===== src/rtl/integer_multiplication_unit_pkg.sv =====
// Shared encodings for the multiply unit: op codes, FSM states and default width.
// The division unit uses the same op-code and state layout.
package integer_multiplication_unit_pkg;

  localparam int MDU_DATA_WIDTH = 32;

  typedef enum logic [1:0] {
    MUL_OP_MUL    = 2'b00,
    MUL_OP_MULH   = 2'b01,
    MUL_OP_MULHSU = 2'b10,
    MUL_OP_MULHU  = 2'b11
  } mul_op_e;

  typedef enum logic [1:0] {
    ST_IDLE = 2'b00,
    ST_CALC = 2'b01,
    ST_FIX  = 2'b10,
    ST_DONE = 2'b11
  } mul_state_e;

endpackage


===== src/rtl/integer_multiplication_unit_if.sv =====
// Request/response bundle between the execute stage and the multiply unit.
interface integer_multiplication_unit_if #(parameter int DW = 32);
  logic            start_i;
  logic            flush_i;
  logic [1:0]      op_i;
  logic [DW-1:0]   operand1_i;
  logic [DW-1:0]   operand2_i;
  logic            busy_o;
  logic            done_o;
  logic [DW-1:0]   result_o;
  logic [2*DW-1:0] product_o;

  modport master (
    output start_i, flush_i, op_i, operand1_i, operand2_i,
    input  busy_o, done_o, result_o, product_o
  );

  modport slave (
    input  start_i, flush_i, op_i, operand1_i, operand2_i,
    output busy_o, done_o, result_o, product_o
  );
endinterface


===== src/rtl/integer_multiplication_unit_step.sv =====
// One radix-2 shift-add iteration. The multiplier sits in the low half of the
// accumulator, so its current bit is always acc_i[0].
module mul_shift_add_step #(
  parameter int DW = 32
) (
  input  logic [2*DW-1:0] acc_i,
  input  logic [DW-1:0]   mcand_i,
  output logic [2*DW-1:0] acc_o
);
  logic [DW:0] sum;

  always_comb begin
    sum = {1'b0, acc_i[2*DW-1:DW]};
    if (acc_i[0]) sum = sum + {1'b0, mcand_i};
    // carry becomes the new MSB as {carry, acc} shifts right by one
    acc_o = {sum, acc_i[DW-1:1]};
  end
endmodule


===== src/rtl/integer_multiplication_unit.sv =====
// Iterative RV32M multiplier: sign-magnitude on accept, 32 shift-add steps,
// one sign-fix cycle, then a one-cycle done pulse.
module integer_multiplication_unit
  import integer_multiplication_unit_pkg::*;
#(
  parameter int DATA_WIDTH = MDU_DATA_WIDTH
) (
  input logic clk_i,
  input logic rst_i,
  integer_multiplication_unit_if.slave bus
);
  localparam int DW    = DATA_WIDTH;
  localparam int CNT_W = $clog2(DW);

  mul_state_e      state_q, state_d;
  logic [CNT_W-1:0] cnt_q;
  logic [DW-1:0]   mcand_q;
  logic [2*DW-1:0] acc_q, acc_nxt;
  logic            neg_q;
  mul_op_e         op_q;
  logic            busy_q, busy_d, done_q, done_d;
  logic [2*DW-1:0] prod_q, prod_fix;
  logic [DW-1:0]   res_q;

  logic            accept, sign1, sign2;
  logic [DW-1:0]   mag1, mag2;

  assign accept = (state_q == ST_IDLE) && bus.start_i && !bus.flush_i;

  // MUL runs unsigned: the low word does not depend on operand signedness
  assign sign1 = ((bus.op_i == MUL_OP_MULH) || (bus.op_i == MUL_OP_MULHSU)) && bus.operand1_i[DW-1];
  assign sign2 = (bus.op_i == MUL_OP_MULH) && bus.operand2_i[DW-1];
  assign mag1  = sign1 ? (~bus.operand1_i + 1'b1) : bus.operand1_i;
  assign mag2  = sign2 ? (~bus.operand2_i + 1'b1) : bus.operand2_i;

  assign prod_fix = neg_q ? (~acc_q + 1'b1) : acc_q;

  mul_shift_add_step #(.DW(DW)) u_step (
    .acc_i   (acc_q),
    .mcand_i (mcand_q),
    .acc_o   (acc_nxt)
  );

  always_ff @(posedge clk_i or negedge rst_i) begin
    if (!rst_i) state_q <= ST_IDLE;
    else        state_q <= state_d;
  end

  always_comb begin
    state_d = state_q;
    case (state_q)
      ST_IDLE: if (accept) state_d = ST_CALC;
      ST_CALC: if (cnt_q == CNT_W'(DW-1)) state_d = ST_FIX;
      ST_FIX:  state_d = ST_DONE;
      ST_DONE: state_d = ST_IDLE;
      default: state_d = ST_IDLE;
    endcase
    if (bus.flush_i) state_d = ST_IDLE;
  end

  // Status flags are decoded from the next state and registered.
  always_comb begin
    busy_d = (state_d != ST_IDLE);
    done_d = (state_d == ST_DONE);
  end

  always_ff @(posedge clk_i or negedge rst_i) begin
    if (!rst_i) begin
      cnt_q   <= '0;
      mcand_q <= '0;
      acc_q   <= '0;
      neg_q   <= 1'b0;
      op_q    <= MUL_OP_MUL;
      busy_q  <= 1'b0;
      done_q  <= 1'b0;
      prod_q  <= '0;
      res_q   <= '0;
    end else begin
      busy_q <= busy_d;
      done_q <= done_d;
      if (accept) begin
        cnt_q   <= '0;
        mcand_q <= mag1;
        acc_q   <= {{DW{1'b0}}, mag2};
        neg_q   <= sign1 ^ sign2;
        op_q    <= mul_op_e'(bus.op_i);
      end else if (state_q == ST_CALC) begin
        acc_q <= acc_nxt;
        cnt_q <= cnt_q + CNT_W'(1);
      end
      if (state_q == ST_FIX && !bus.flush_i) begin
        prod_q <= prod_fix;
        res_q  <= (op_q == MUL_OP_MUL) ? prod_fix[DW-1:0] : prod_fix[2*DW-1:DW];
      end
    end
  end

  assign bus.busy_o    = busy_q;
  assign bus.done_o    = done_q;
  assign bus.result_o  = res_q;
  assign bus.product_o = prod_q;
endmodule


===== src/flat_wrapper.sv =====
// flat-port wrapper written by rule: the top's interface ports become plain ports
module integer_multiplication_unit_flat import integer_multiplication_unit_pkg::*;
#(
  parameter int DATA_WIDTH = MDU_DATA_WIDTH
)
  (clk_i, rst_i, bus_start_i, bus_flush_i, bus_op_i, bus_operand1_i, bus_operand2_i, bus_busy_o, bus_done_o, bus_result_o, bus_product_o);
  integer_multiplication_unit_if #(.DW(32)) bus_i ();
  input logic clk_i;
  input logic rst_i;
  input wire logic [$bits(bus_i.start_i)-1:0] bus_start_i;
  input wire logic [$bits(bus_i.flush_i)-1:0] bus_flush_i;
  input wire logic [$bits(bus_i.op_i)-1:0] bus_op_i;
  input wire logic [$bits(bus_i.operand1_i)-1:0] bus_operand1_i;
  input wire logic [$bits(bus_i.operand2_i)-1:0] bus_operand2_i;
  output wire logic [$bits(bus_i.busy_o)-1:0] bus_busy_o;
  output wire logic [$bits(bus_i.done_o)-1:0] bus_done_o;
  output wire logic [$bits(bus_i.result_o)-1:0] bus_result_o;
  output wire logic [$bits(bus_i.product_o)-1:0] bus_product_o;
  assign bus_i.start_i = bus_start_i;
  assign bus_i.flush_i = bus_flush_i;
  assign bus_i.op_i = bus_op_i;
  assign bus_i.operand1_i = bus_operand1_i;
  assign bus_i.operand2_i = bus_operand2_i;
  assign bus_busy_o = bus_i.busy_o;
  assign bus_done_o = bus_i.done_o;
  assign bus_result_o = bus_i.result_o;
  assign bus_product_o = bus_i.product_o;
  integer_multiplication_unit #(.DATA_WIDTH(DATA_WIDTH)) u_core (.clk_i(clk_i), .rst_i(rst_i), .bus(bus_i));
endmodule

===== config.mk =====
export PLATFORM = sky130hd
export DESIGN_NAME = integer_multiplication_unit_flat
export DESIGN_NICKNAME = d
export VERILOG_FILES = /design/src/rtl/integer_multiplication_unit_pkg.sv /design/src/rtl/integer_multiplication_unit_if.sv /design/src/rtl/integer_multiplication_unit_step.sv /design/src/rtl/integer_multiplication_unit.sv /design/src/flat_wrapper.sv
export SDC_FILE = /design/constraint.sdc
export NUM_CORES = 1
export LEC_CHECK = 0
export BUFFER_PORTS_ARGS = -buffer_cell sky130_fd_sc_hd__buf_4
export CAP_MARGIN = 20
export CORE_UTILIZATION = 59
export DETAILED_ROUTE_END_ITERATION = 16
export GPL_ROUTABILITY_DRIVEN = 1
export GPL_TIMING_DRIVEN = 0
export PLACE_DENSITY = 0.81
export SETUP_SLACK_MARGIN = 0.4
export SYNTH_ARGS = -nofsm -noshare
export SYNTH_HDL_FRONTEND = slang
export SYNTH_SLANG_ARGS = --single-unit
export TNS_END_PERCENT = 20

===== constraint.sdc =====
create_clock -name clk_i -period 3.2 [get_ports clk_i]
set_input_delay 0.16 -clock clk_i [delete_from_list [all_inputs] [get_ports clk_i]]
set_output_delay 0.16 -clock clk_i [all_outputs]
set_load 0.01 [all_outputs]

== Word level (Yosys, flattened, before mapping) ==
Index checks and enable logic that the tools add are counted.
Cells by class
  bitwise logic cells: 4
  shifts and indexed selects: 0
  reductions and logical operators: 11
  order comparisons: 0
  eq/ne operators: 7
  $mul: 0
  div/mod/pow operators: 0
  mux-type cells: 13
  $add $sub $neg: 5
Operators by type and width (number)
  $mux W64: 3
  $mux W32: 3
  $add A32 B1 Y32 const B: 2
  $add A64 B1 Y64 const B: 1
  $not A32 Y32: 2
  $not A64 Y64: 1
  $add A32 B32 Y33: 1
  $mux W33: 1
  $mux W5: 2
  $eq A2 B2 Y1 const B: 4
  $pmux W2 S4: 1
  $mux W2: 3
  $add A5 B1 Y5 const B: 1
  $eq A5 B5 Y1 const B: 1
  $logic_and A1 B1 Y1: 5
  $eq A2 B1 Y1 const B: 2
  $logic_not A2 Y1: 2
  $reduce_bool A2 Y1: 2
  $logic_not A1 Y1: 1
  $logic_or A1 B1 Y1: 1
  $xor A1 B1 Y1: 1
Storage, ports and cells
  register bits after elaboration: 204
  output and inout port bits: 98
  logic and storage cells: 50
  memory bits (writable): 0
  bits in latches: 0
  bits of input ports: 70
  memory bits (read-only): 0
  memories kept: 0

== Longest topological paths before layout ==
Gate-level depths: netlist (run 1).
  depth after elaboration: 7
  gate-level depth with buffers: 12
  mapped depth without buffers: 10

== Modules after synthesis ==
From an unflattened synthesis (run 1), not the netlist that was laid out.
Second synthesis, totals
  cell total of the unflattened synthesis: 1710
  area, all modules: 13948.4 um2
Modules (own cells, without submodules)
  integer_multiplication_unit: area an instance 11388.4 um2, instances 1, sequential area each 5104.9 um2, cells an instance 1343
  mul_shift_add_step: area an instance 2560.0 um2, instances 1, sequential area each 0.0 um2, cells an instance 367

== Worst setup path after synthesis (run 1) ==
OpenSTA, ideal clock, no wires.
  path type: register -> register
  start: register u_core.acc_q[51]
  end: register u_core.res_q[31] (netlist: u_core.bus.result_o[31])
  arrival: 2877 ps
  required time: 3079 ps
  period minus slack after synthesis: 2998 ps
  library setup time: 121 ps
  stages on the path, launching flop included: 9
  buffers on the path: 0
  slack: 202 ps
  cells stage by stage: dfrtp_1 > or3_4 > or4_4 > or4_4 > or3_4 > o41ai_2 > xor2_1 > a21oi_1 > a22o_1
On the way
  cells in the longest elaborated chain, start to end: 4
RTL lines
  start, declared: line integer_multiplication_unit.sv:18  | logic [2*DW-1:0] acc_q, acc_nxt;
  start signal, assigned: line integer_multiplication_unit.sv:84  | acc_q <= {{DW{1'b0}}, mag2};
  start signal, assigned: line integer_multiplication_unit.sv:88  | acc_q <= acc_nxt;
  $not A64 Y64: line integer_multiplication_unit.sv:36  | assign prod_fix = neg_q ? (~acc_q + 1'b1) : acc_q;
  $add A64 B1 Y64: line integer_multiplication_unit.sv:36
  $mux W64: line integer_multiplication_unit.sv:36
  $mux W32: line integer_multiplication_unit.sv:93  | res_q <= (op_q == MUL_OP_MUL) ? prod_fix[DW-1:0] : prod_fix[2*DW-1:DW];
  end signal, assigned: line integer_multiplication_unit.sv:93
  end, declared: line integer_multiplication_unit.sv:23  | logic [DW-1:0] res_q;
No other way between the ends.
A chain may end at the register's enable or synchronous reset.

== Final worst setup path (run 1) ==
  start: register u_core.acc_q[16]
  end: register u_core.res_q[13] (netlist: u_core.bus.result_o[13])
Same word-level chain as after synthesis.

==> results.cfg, run 1 <==
[run_status]
outcome = finished, violations left
violations = negative hold slack, negative setup slack

[global_route]
grt-ovfl-total = 0
grt_use_met3_pct = 5.19
grt_pass1_vias = 11900
grt_pass1_wl_um = 64700
grtUsageTotal_pct = 38.0
antenna_found_initial = 0
grt_use_met2_pct = 60.9
grt_max_degree = 106
top_usage_layer = met2
gr-usage-met1_pct = 52.2

[die]
fp-row-count = 52
die_area_um2 = 21700
initial_core_util_pct = 60.8
core_area_um2 = 20500
dieHeight_um = 147
boundaryPins = 168
die_w_um = 147

[sta]
tightest_slew_ns = 0.746
setup_viol = 1
hold_viol = 2
maxSlewViolCount = 0
rsz0062_at_grt = yes
fmax_mhz = 312
period_share_pct = 100
final.setup_skew_ns = 0.00915
whs_ns = -0.00453
maxSlewHeadroom_pct = 50.3
min_period_ns = 3.20
finalWorstSetupSlack_ns = -0.00432

[yosys]
synth_nets = 1556
synth-compound-area-share_pct = 22.4
yosysUniqueCellTypes = 63
synthSimpleGateAreaFrac_pct = 17.5
synthArstFlopShare_pct = 100
yosysMostFrequentCell = nand2_1
yosysSeqAreaShare_pct = 40.9
synth-xor-area-share_pct = 10.3
syn_area_um2 = 12500
synth_commonest_cells = 218 x nand2_1, 204 x dfrtp_1, 204 x o21ai_0
synth_cells = 1447
synth-seq-cells = 204
ys_warn_count = 0
synth_top_cell_by_area = dfrtp_1
synth_top_area_share_pct = 40.9
synth_adder_area_share_pct = 3.97
syn_avg_cell_area_um2 = 8.62
synthMuxAreaShare_pct = 1.40
synth-main-ff-cell = dfrtp_1
synth_top_family_by_area = compound AO/OA/AOI/OAI gates
synth-edff-count = 0
synthTopCellsByArea = dfrtp_1 41%, o21ai_0 8.2%, nand2_1 6.6%

[drt]
vias_per_cell = 6.33
drt-total-wl_um = 42400
drc = 0
drtIter0Drc = 1467
dr.pass1.iters = 7
wl_per_cell_um = 21.0
ant_nets = 0
vias = 12800

[power]
leakagePower_nw = 7.26
clock_power_share_pct = 21.5
intPower_mw = 6.97
ir_drop_mv = 0.393
seq_power_share_pct = 32.5
switching_share_pct = 42.5
p_per_area_nw_per_um2 = 746
power.switching_mw = 5.14
p_comb_share_pct = 46.0

[setup_path]
crit_buf_inv = 1
worst-path-stages = 9
cp_top_family = simple AND/OR/NAND/NOR gates
cp_slowest_stage_delay_ns = 0.52
required_ns = 3.57
critical_path_class = flop to flop
crit_chain = clkbuf_8 -> or4_4 -> nor4_4 -> and4_1 -> nand2_1 -> o41ai_1 -> xnor2_1 -> o21ai_0 -> o21ai_0
reg2reg_to = u_core.bus.result_o[13]
reg2reg_from = u_core.acc_q[16]
crit_slowest_cell = or4_4
r2r_slack_ns = -0.004
critPathMaxFanout = 5
r2r_cells = 9
start_kind = flop
crit_top_cell = o21ai_0
cp.arrival_ns = 3.57
worst_setup_path_end_kind = flop

[clocking]
numCtsBuffers = 21
clk_pin_slew_ns = 0.06
clock_sinks = 204
cts_tree = built
clk_path_buf_depth = 3
insertion_delay_ns = 0.51
cts_max_level = 1
root_buffer = clkbuf_16

[layout]
drive_gt1_share_pct = 19.6
utilization_pct = 79.2
n_antenna_cell = 0
syn2layout_area_growth_pct = 30.2
final_nets = 1846

[place]
hpwl_um = 30400
portBuffers = 167
gp_congestion = 0.950

[hold_path]
hold_depth = 3
min_path_type = input pin to flop
hp-start = bus_operand1_i[27]
worstHoldEndpoint = u_core.mcand_q[27]

[flow_run]
drv_cap = 0
-- registers in the layout, indices dropped and copies added (netlist names) --
signal,flops
u_core.mcand_q,32
u_core.cnt_q,5
u_core.neg_q,1
u_core.bus.product_o,64
u_core.acc_q,64
u_core.state_q,2
u_core.bus.done_o,1
u_core.bus.result_o,32
u_core.op_q,2
u_core.bus.busy_o,1
-- routing by layer --
layer | vias to the layer above | wire (um)
met5 | - | 0
met4 | 0 | 1770
met3 | 123 | 4080
met2 | 735 | 19600
met1 | 6168 | 16900
li1 | 5772 | -
-- kinds of logic (layout without fill, tap and decap cells) --
logic type | count (synthesis) | in the layout
AND/OR/NAND/NOR | 466 | 467
AO/OA/AOI/OAI | 461 | 461
flip-flops | 204 | 204
XOR/XNOR | 147 | 147
buffers and inverters | 113 | 417
adder cells (fa/ha/maj) | 39 | 39
multiplexers | 17 | 17
-- cell usage in the layout, fill, tap and decap left out, types with 9 or more instances in the layout --
master           n
xnor2_1         73
buf_1           13
o21bai_1         9
o21ai_0        192
o221ai_1        12
nor2_1          88
dfrtp_2         13
dlygate4sd3_1   46
and3_1          17
clkbuf_16       21
inv_1           21
ha_1            37
or3_1           11
mux2i_1         13
dfrtp_1        191
nor3_1          20
a22oi_1         29
clkbuf_1        78
nand3_1         20
buf_4          215
a31oi_1         21
nand4_1         14
nand2_1        217
nor4_1          10
a21oi_1         81
o31ai_1         22
a21o_1          21
xor2_1          67
-- repair_timing --
action	CTS	global route
pin swaps	20	21
resized for setup	57	51
cloned	0	1
setup buffers	33	19
hold buffers	46	0
hold endpoints to repair	146	0
endpoints found under the setup margin	97	96
-- per-stage QoR --
stage,cells,worst slack (ns),setup TNS (ns),cell area [um^2],power [mW]
after CTS,2002,0.0758,0,15800,11.5
after global routing,2022,-0.0732,-0.0732,16200,12.7
final,2022,-0.00432,-0.00432,16200,12.1
after global placement,1884,-0.631,-12.64,14100,8.31
after detailed placement,1885,-0.622,-15.09,14100,8.41
after floorplan,1447,0.263,0,12500,6.71
-- area by class of cell --
| class | instances | area [um^2] |
|---|---|---|
| multi-input cells | 1131 | 7440 |
| flip-flops and latches | 204 | 5120 |
| fillers | 1357 | 4260 |
| repair buffers | 266 | 2160 |
| clock buffers | 31 | 613 |
| plain buffers | 91 | 372 |
| well taps | 270 | 338 |
| clock inverters | 7 | 116 |
| inverters | 22 | 82.6 |
-- power by group through the flow --
stage	clock network [mW]	logic (mW)	registers, mW
2_1_floorplan	0	3.00	3.70
3_3_place_gp	0	4.38	3.93
3_5_place_dp	0	4.46	3.95
4_1_cts	2.60	4.98	3.88
5_1_grt	2.70	5.97	3.99
6_report	2.60	5.57	3.94
-- worst max-delay path by stage --
stage | start | to
4_1_cts | u_core.acc_q[32] | u_core.acc_q[51]
6_report | u_core.acc_q[16] | u_core.bus.result_o[13]
3_3_place_gp | u_core.acc_q[0] | u_core.bus.result_o[16]
2_1_floorplan | u_core.acc_q[26] | u_core.bus.result_o[28]
5_1_grt | u_core.acc_q[16] | u_core.bus.result_o[13]
3_5_place_dp | u_core.acc_q[0] | u_core.bus.result_o[16]
-- worst reg2reg max path, stage by stage (launching register included) --
cell      delay, ns
dfrtp_1        0.37
clkbuf_8       0.13
or4_4          0.52
nor4_4         0.37
and4_1         0.47
nand2_1        0.21
o41ai_1        0.45
xnor2_1        0.22
o21ai_0        0.21
o21ai_0        0.11
No activity file was read; power rests on OpenSTA's default activity.
==> run 2, diff against run 1 <==
clock period = 3.5 ns   (was 3.2 ns; I/O delays follow)
==> run 2 against run 1 <==
  * The flow now finishes without violations
  * Maximum frequency rose by 1.1%
  * Non-clock buffer count fell by 34
  * Combinational power fell by 16%
  * Critical endpoint is now u_core.bus.result_o[31]
  * Largest cell class unchanged
==> results.cfg, run 2 (synthesized netlist as in run 1, its figures left out) <==
[sta]
maxSlewViolCount = 0
final.setup_skew_ns = 0.0248
whs_ns = 0.00723
hold_viol = 0
min_period_ns = 3.17
rsz0062_at_grt = yes
period_share_pct = 90.6
fmax_mhz = 315
setup_viol = 0
tightest_slew_ns = 0.981
maxSlewHeadroom_pct = 34.4

[power]
intPower_mw = 6.02
clock_power_share_pct = 21.3
ir_drop_mv = 0.380
p_per_area_nw_per_um2 = 674
leakagePower_nw = 7.02
seq_power_share_pct = 34.1
switching_share_pct = 42.8
power.switching_mw = 4.50
p_comb_share_pct = 44.6

[setup_path]
r2r_cells = 8
critPathMaxFanout = 4
reg2reg_to = u_core.bus.result_o[31]
critical_path_class = flop to flop
start_kind = flop
worst_setup_path_end_kind = flop
crit_start = u_core.acc_q[47]
required_ns = 3.90
crit_path_end = u_core.bus.result_o[31]
r2r_slack_ns = 0.33
reg2reg_from = u_core.acc_q[47]
cp.arrival_ns = 3.57

[clocking]
cts_max_level = 1
root_buffer = clkbuf_16
clk_pin_slew_ns = 0.07
numCtsBuffers = 21
insertion_delay_ns = 0.52
clock_sinks = 204
cts_tree = built
clk_path_buf_depth = 3

[layout]
final_cell_mix = 218 x nand2_1, 197 x o21ai_0, 195 x dfrtp_1
layout_commonest_cell = nand2_1
layout.cells.non_filler = 1986
area.sequential_um2 = 5120
drive_gt1_share_pct = 17.0
multi_input_area_um2 = 7170
utilization_pct = 76.1
final_nets = 1812
n_antenna_cell = 0
syn2layout_area_growth_pct = 25.1
fillCellCount = 1469

[global_route]
antenna_found_initial = 0
grtUsageTotal_pct = 38.2
grt_max_degree = 119
grt_pass1_vias = 12000
grt-ovfl-total = 0
grt_pass1_wl_um = 64700

[die]
core_area_um2 = 20500
boundaryPins = 168
die_w_um = 147
die_area_um2 = 21700
dieHeight_um = 147
fp-row-count = 52
initial_core_util_pct = 60.8

[drt]
wl_met2_um = 19300
ant_nets = 0
wl_met1_um = 16500
wl_met3_um = 3870
vias_per_cell = 6.33
wl_per_cell_um = 20.9
dr.pass1.iters = 5
drtIter0Drc = 911
drc = 0
top_layer = met4
drt-total-wl_um = 41500
vias = 12600

[hold_path]
min_path_type = input pin to flop

[place]
hpwl_um = 30900
gp_congestion = 0.950
place_inst = 1885
portBuffers = 167

[flow_run]
drv_cap = 0

[run_status]
outcome = completed
-- run 2: changes by cell type in the layout (fill, tap and decap cells not counted), sizes merged --
cell | before | now
clkinvlp | 1 | 2
clkinv | 3 | 6
buf | 236 | 211
dlygate4sd3 | 46 | 37
bufinv | 3 | 2
clkbuf | 106 | 101
-- run 2: area by class of cell --
cell class	instances	share of cell area, %
multi-input combinational	1131	46.0
inverter	22	0.530
tap	270	2.17
buffer	91	2.29
timing repair buffer	232	11.9
clock buffer	26	3.62
clock inverter	10	0.698
sequential	204	32.8
-- run 2: repair_timing --
item / CTS / global route
setup endpoints to repair: 77 / 53
pin swaps: 8 / 15
hold buffers: 37 / 0
cloned: 0 / 2
resized for setup: 29 / 31
setup buffers: 17 / 9
endpoints found under the hold margin: 124 / 0
-- run 2: power by group through the flow --
stage          clock (mW)  combinational, mW  sequential (mW)
6_report             2.24               4.69             3.59
5_1_grt              2.33               5.08             3.63
4_1_cts              2.24               4.41             3.54
3_5_place_dp            0               4.09             3.62
3_3_place_gp            0               4.01             3.59
2_1_floorplan           0               2.75             3.38
-- run 2: how the worst min path moves through the flow --
stage / from / end / slack [ns] / cells after the start
floorplan: rst_i / u_core.acc_q[0] / -0.12 / 0
detailed placement: rst_i / u_core.bus.product_o[14] / 0.20 / 1
finish: bus_operand2_i[17] / u_core.acc_q[17] / 0.007 / 3
global route: bus_operand2_i[4] / u_core.acc_q[4] / 0.005 / 3
CTS: bus_operand2_i[20] / u_core.acc_q[20] / 0.0002 / 3
global placement: bus_flush_i / u_core.state_q[1] / 0.38 / 2
-- run 2: metal layers --
metal / up-vias / track usage [%]
li1: 5712 / -
met1: 6021 / 50.5
met2: 706 / 62.3
met3: 127 / 6.08
met4: 0 / 16.6
met5: - / 0
-- run 2: stage by stage --
step                      area (um^2)  setup TNS, ns  power [mW]  setup WS, ns
final                           15600              0        10.5         0.329
after global routing            15600              0        11.0         0.285
after CTS                       15400              0        10.2         0.372
after detailed placement        14100          -2.68        7.71        -0.359
after global placement          14100          -1.73        7.60        -0.339
after floorplan                 12500              0        6.13         0.502
-- run 2: critical path, stage by stage, from the launching register on --
cell,delay [ns]
dfrtp_2,0.44
or3_4,0.40
or4_4,0.51
or4_4,0.43
or3_4,0.41
o41ai_4,0.31
xor2_1,0.26
a21oi_1,0.10
a22o_1,0.19
==> run 3, diff against run 2 <==
MAX_ROUTING_LAYER = met4   (was not set)
==> run 3 against run 2 <==
  * Total power increased by 1.0%
  * Via count increased by 0.72%
  * Sequential share of layout area decreased by 0.24 points
  * Worst hold slack got worse by 0.0022 ns
  * Cell area increased by 0.77%
  * Non-clock buffer count increased by 9
  * Die area unchanged
  * Clock power increased by 4%
  * Combinational power about the same
  * Critical path type unchanged
  * Critical endpoint unchanged
  * Largest power group unchanged
==> results.cfg, run 3 (synthesized netlist as in run 1, its figures left out) <==
[run_status]
outcome = completed

[sta]
whs_ns = 0.00505
period_share_pct = 91.4
hold_viol = 0
min_period_ns = 3.20
maxSlewViolCount = 0
fmax_mhz = 313
tightest_slew_ns = 1.06
rsz0062_at_grt = yes
final.setup_skew_ns = 0.0211
maxSlewHeadroom_pct = 29.2
setup_viol = 0

[clocking]
cts_tree = built
cts_max_level = 1
insertion_delay_ns = 0.52
clk_pin_slew_ns = 0.06
clk_path_buf_depth = 3
numCtsBuffers = 22
root_buffer = clkbuf_16
clock_sinks = 204

[layout]
layout.cells.non_filler = 1999
syn2layout_area_growth_pct = 26.0
final_nets = 1822
final_cell_mix = 218 x nand2_1, 199 x o21ai_0, 198 x buf_4
drive_gt1_share_pct = 17.0
layout_commonest_cell = nand2_1

[hold_path]
min_path_type = input pin to flop

[setup_path]
cp_slowest_stage_delay_ns = 0.57
start_kind = flop
r2r_slack_ns = 0.30
worst-path-stages = 8
crit_buf_inv = 0
cp.arrival_ns = 3.59
critPathMaxFanout = 4
crit_chain = or3_4 -> or4_4 -> or4_4 -> or3_4 -> o41ai_4 -> xor2_1 -> a21oi_1 -> a22o_1
crit_path_end = u_core.bus.result_o[31]
reg2reg_to = u_core.bus.result_o[31]
r2r_cells = 8
cp_top_family = simple AND/OR/NAND/NOR gates
crit_start = u_core.acc_q[47]
required_ns = 3.89
crit_slowest_cell = or4_4
critical_path_class = flop to flop
worst_setup_path_end_kind = flop
reg2reg_from = u_core.acc_q[47]

[global_route]
grt_pass1_wl_um = 64900
antenna_found_initial = 2
grt-ovfl-total = 0
grt_max_degree = 126
grt_pass1_vias = 12000
grtUsageTotal_pct = 39.3

[power]
p_per_area_nw_per_um2 = 676
ir_drop_mv = 0.420
leakagePower_nw = 7.07

[drt]
vias = 12700
ant_nets = 0
vias_per_cell = 6.33
wl_per_cell_um = 20.9
drt-total-wl_um = 41800
wl_met3_um = 3930
wl_met1_um = 16700
drtIter0Drc = 1080
dr.pass1.iters = 6
wl_met2_um = 19300
drc = 0
top_layer = met4

[place]
portBuffers = 167
hpwl_um = 30900
gp_congestion = 0.987
place_inst = 1885

[die]
core_area_um2 = 20500
initial_core_util_pct = 60.8
die_w_um = 147
boundaryPins = 168
die_area_um2 = 21700
dieHeight_um = 147
fp-row-count = 52

[flow_run]
drv_cap = 0
-- run 3: repair_timing --
action	CTS	global route
hold buffers	43	0
gates resized for setup	22	33
endpoints found under the setup margin	73	59
pin swaps	3	18
endpoints found under the hold margin	123	0
buffers inserted	7	23
gates cloned	0	1
-- run 3: cell type report --
cell class,count,area (um^2)
clock buffers,30,611
plain buffers,91,352
diodes,2,5.00
clock inverters,8,111
inverters,22,82.6
multi-input cells,1131,7150
repair buffers,241,1940
flip-flops and latches,204,5120
well taps,270,338
fillers,1438,4780
-- run 3: worst register-to-register path, stage by stage (launching register included) --
cell     delay, ns
dfrtp_2       0.44
or3_4         0.41
or4_4         0.52
or4_4         0.58
or3_4         0.37
o41ai_4       0.25
xor2_1        0.24
a21oi_1       0.09
a22o_1        0.19
-- run 3: worst min-delay path by stage --
stage	start	end	cells past startpoint
after floorplan	rst_i	u_core.acc_q[0]	0
after global placement	bus_flush_i	u_core.state_q[1]	2
after detailed placement	rst_i	u_core.bus.product_o[15]	1
after CTS	bus_operand1_i[23]	u_core.mcand_q[23]	3
after global routing	bus_operand2_i[24]	u_core.acc_q[24]	3
final	bus_operand2_i[19]	u_core.acc_q[19]	3
-- run 3: power by group --
| group | internal (mW) | switching [mW] |
|---|---|---|
| registers | 2.86 | 0.756 |
| logic | 1.88 | 2.80 |
| clock network | 1.38 | 0.955 |
| total | 6.11 | 4.51 |
-- run 3: per-layer routing --
layer | track usage, % | up-vias
met4 | 14.3 | 0
met1 | 51.6 | 6040
li1 | - | 5732
met2 | 62.1 | 745
met5 | - | -
met3 | 5.83 | 140
-- run 3: per-stage QoR --
stage	power (mW)	TNS [ns]	utilization, %	worst slack (ns)	instance area, um^2
floorplan	6.13	0	-	0.502	12500
global placement	7.61	-1.24	68.6	-0.310	14100
detailed placement	7.70	-2.40	68.8	-0.415	14100
CTS	10.2	0	75.1	0.247	15400
global route	11.2	0	76.7	0.209	15700
finish	10.6	0	76.7	0.302	15700
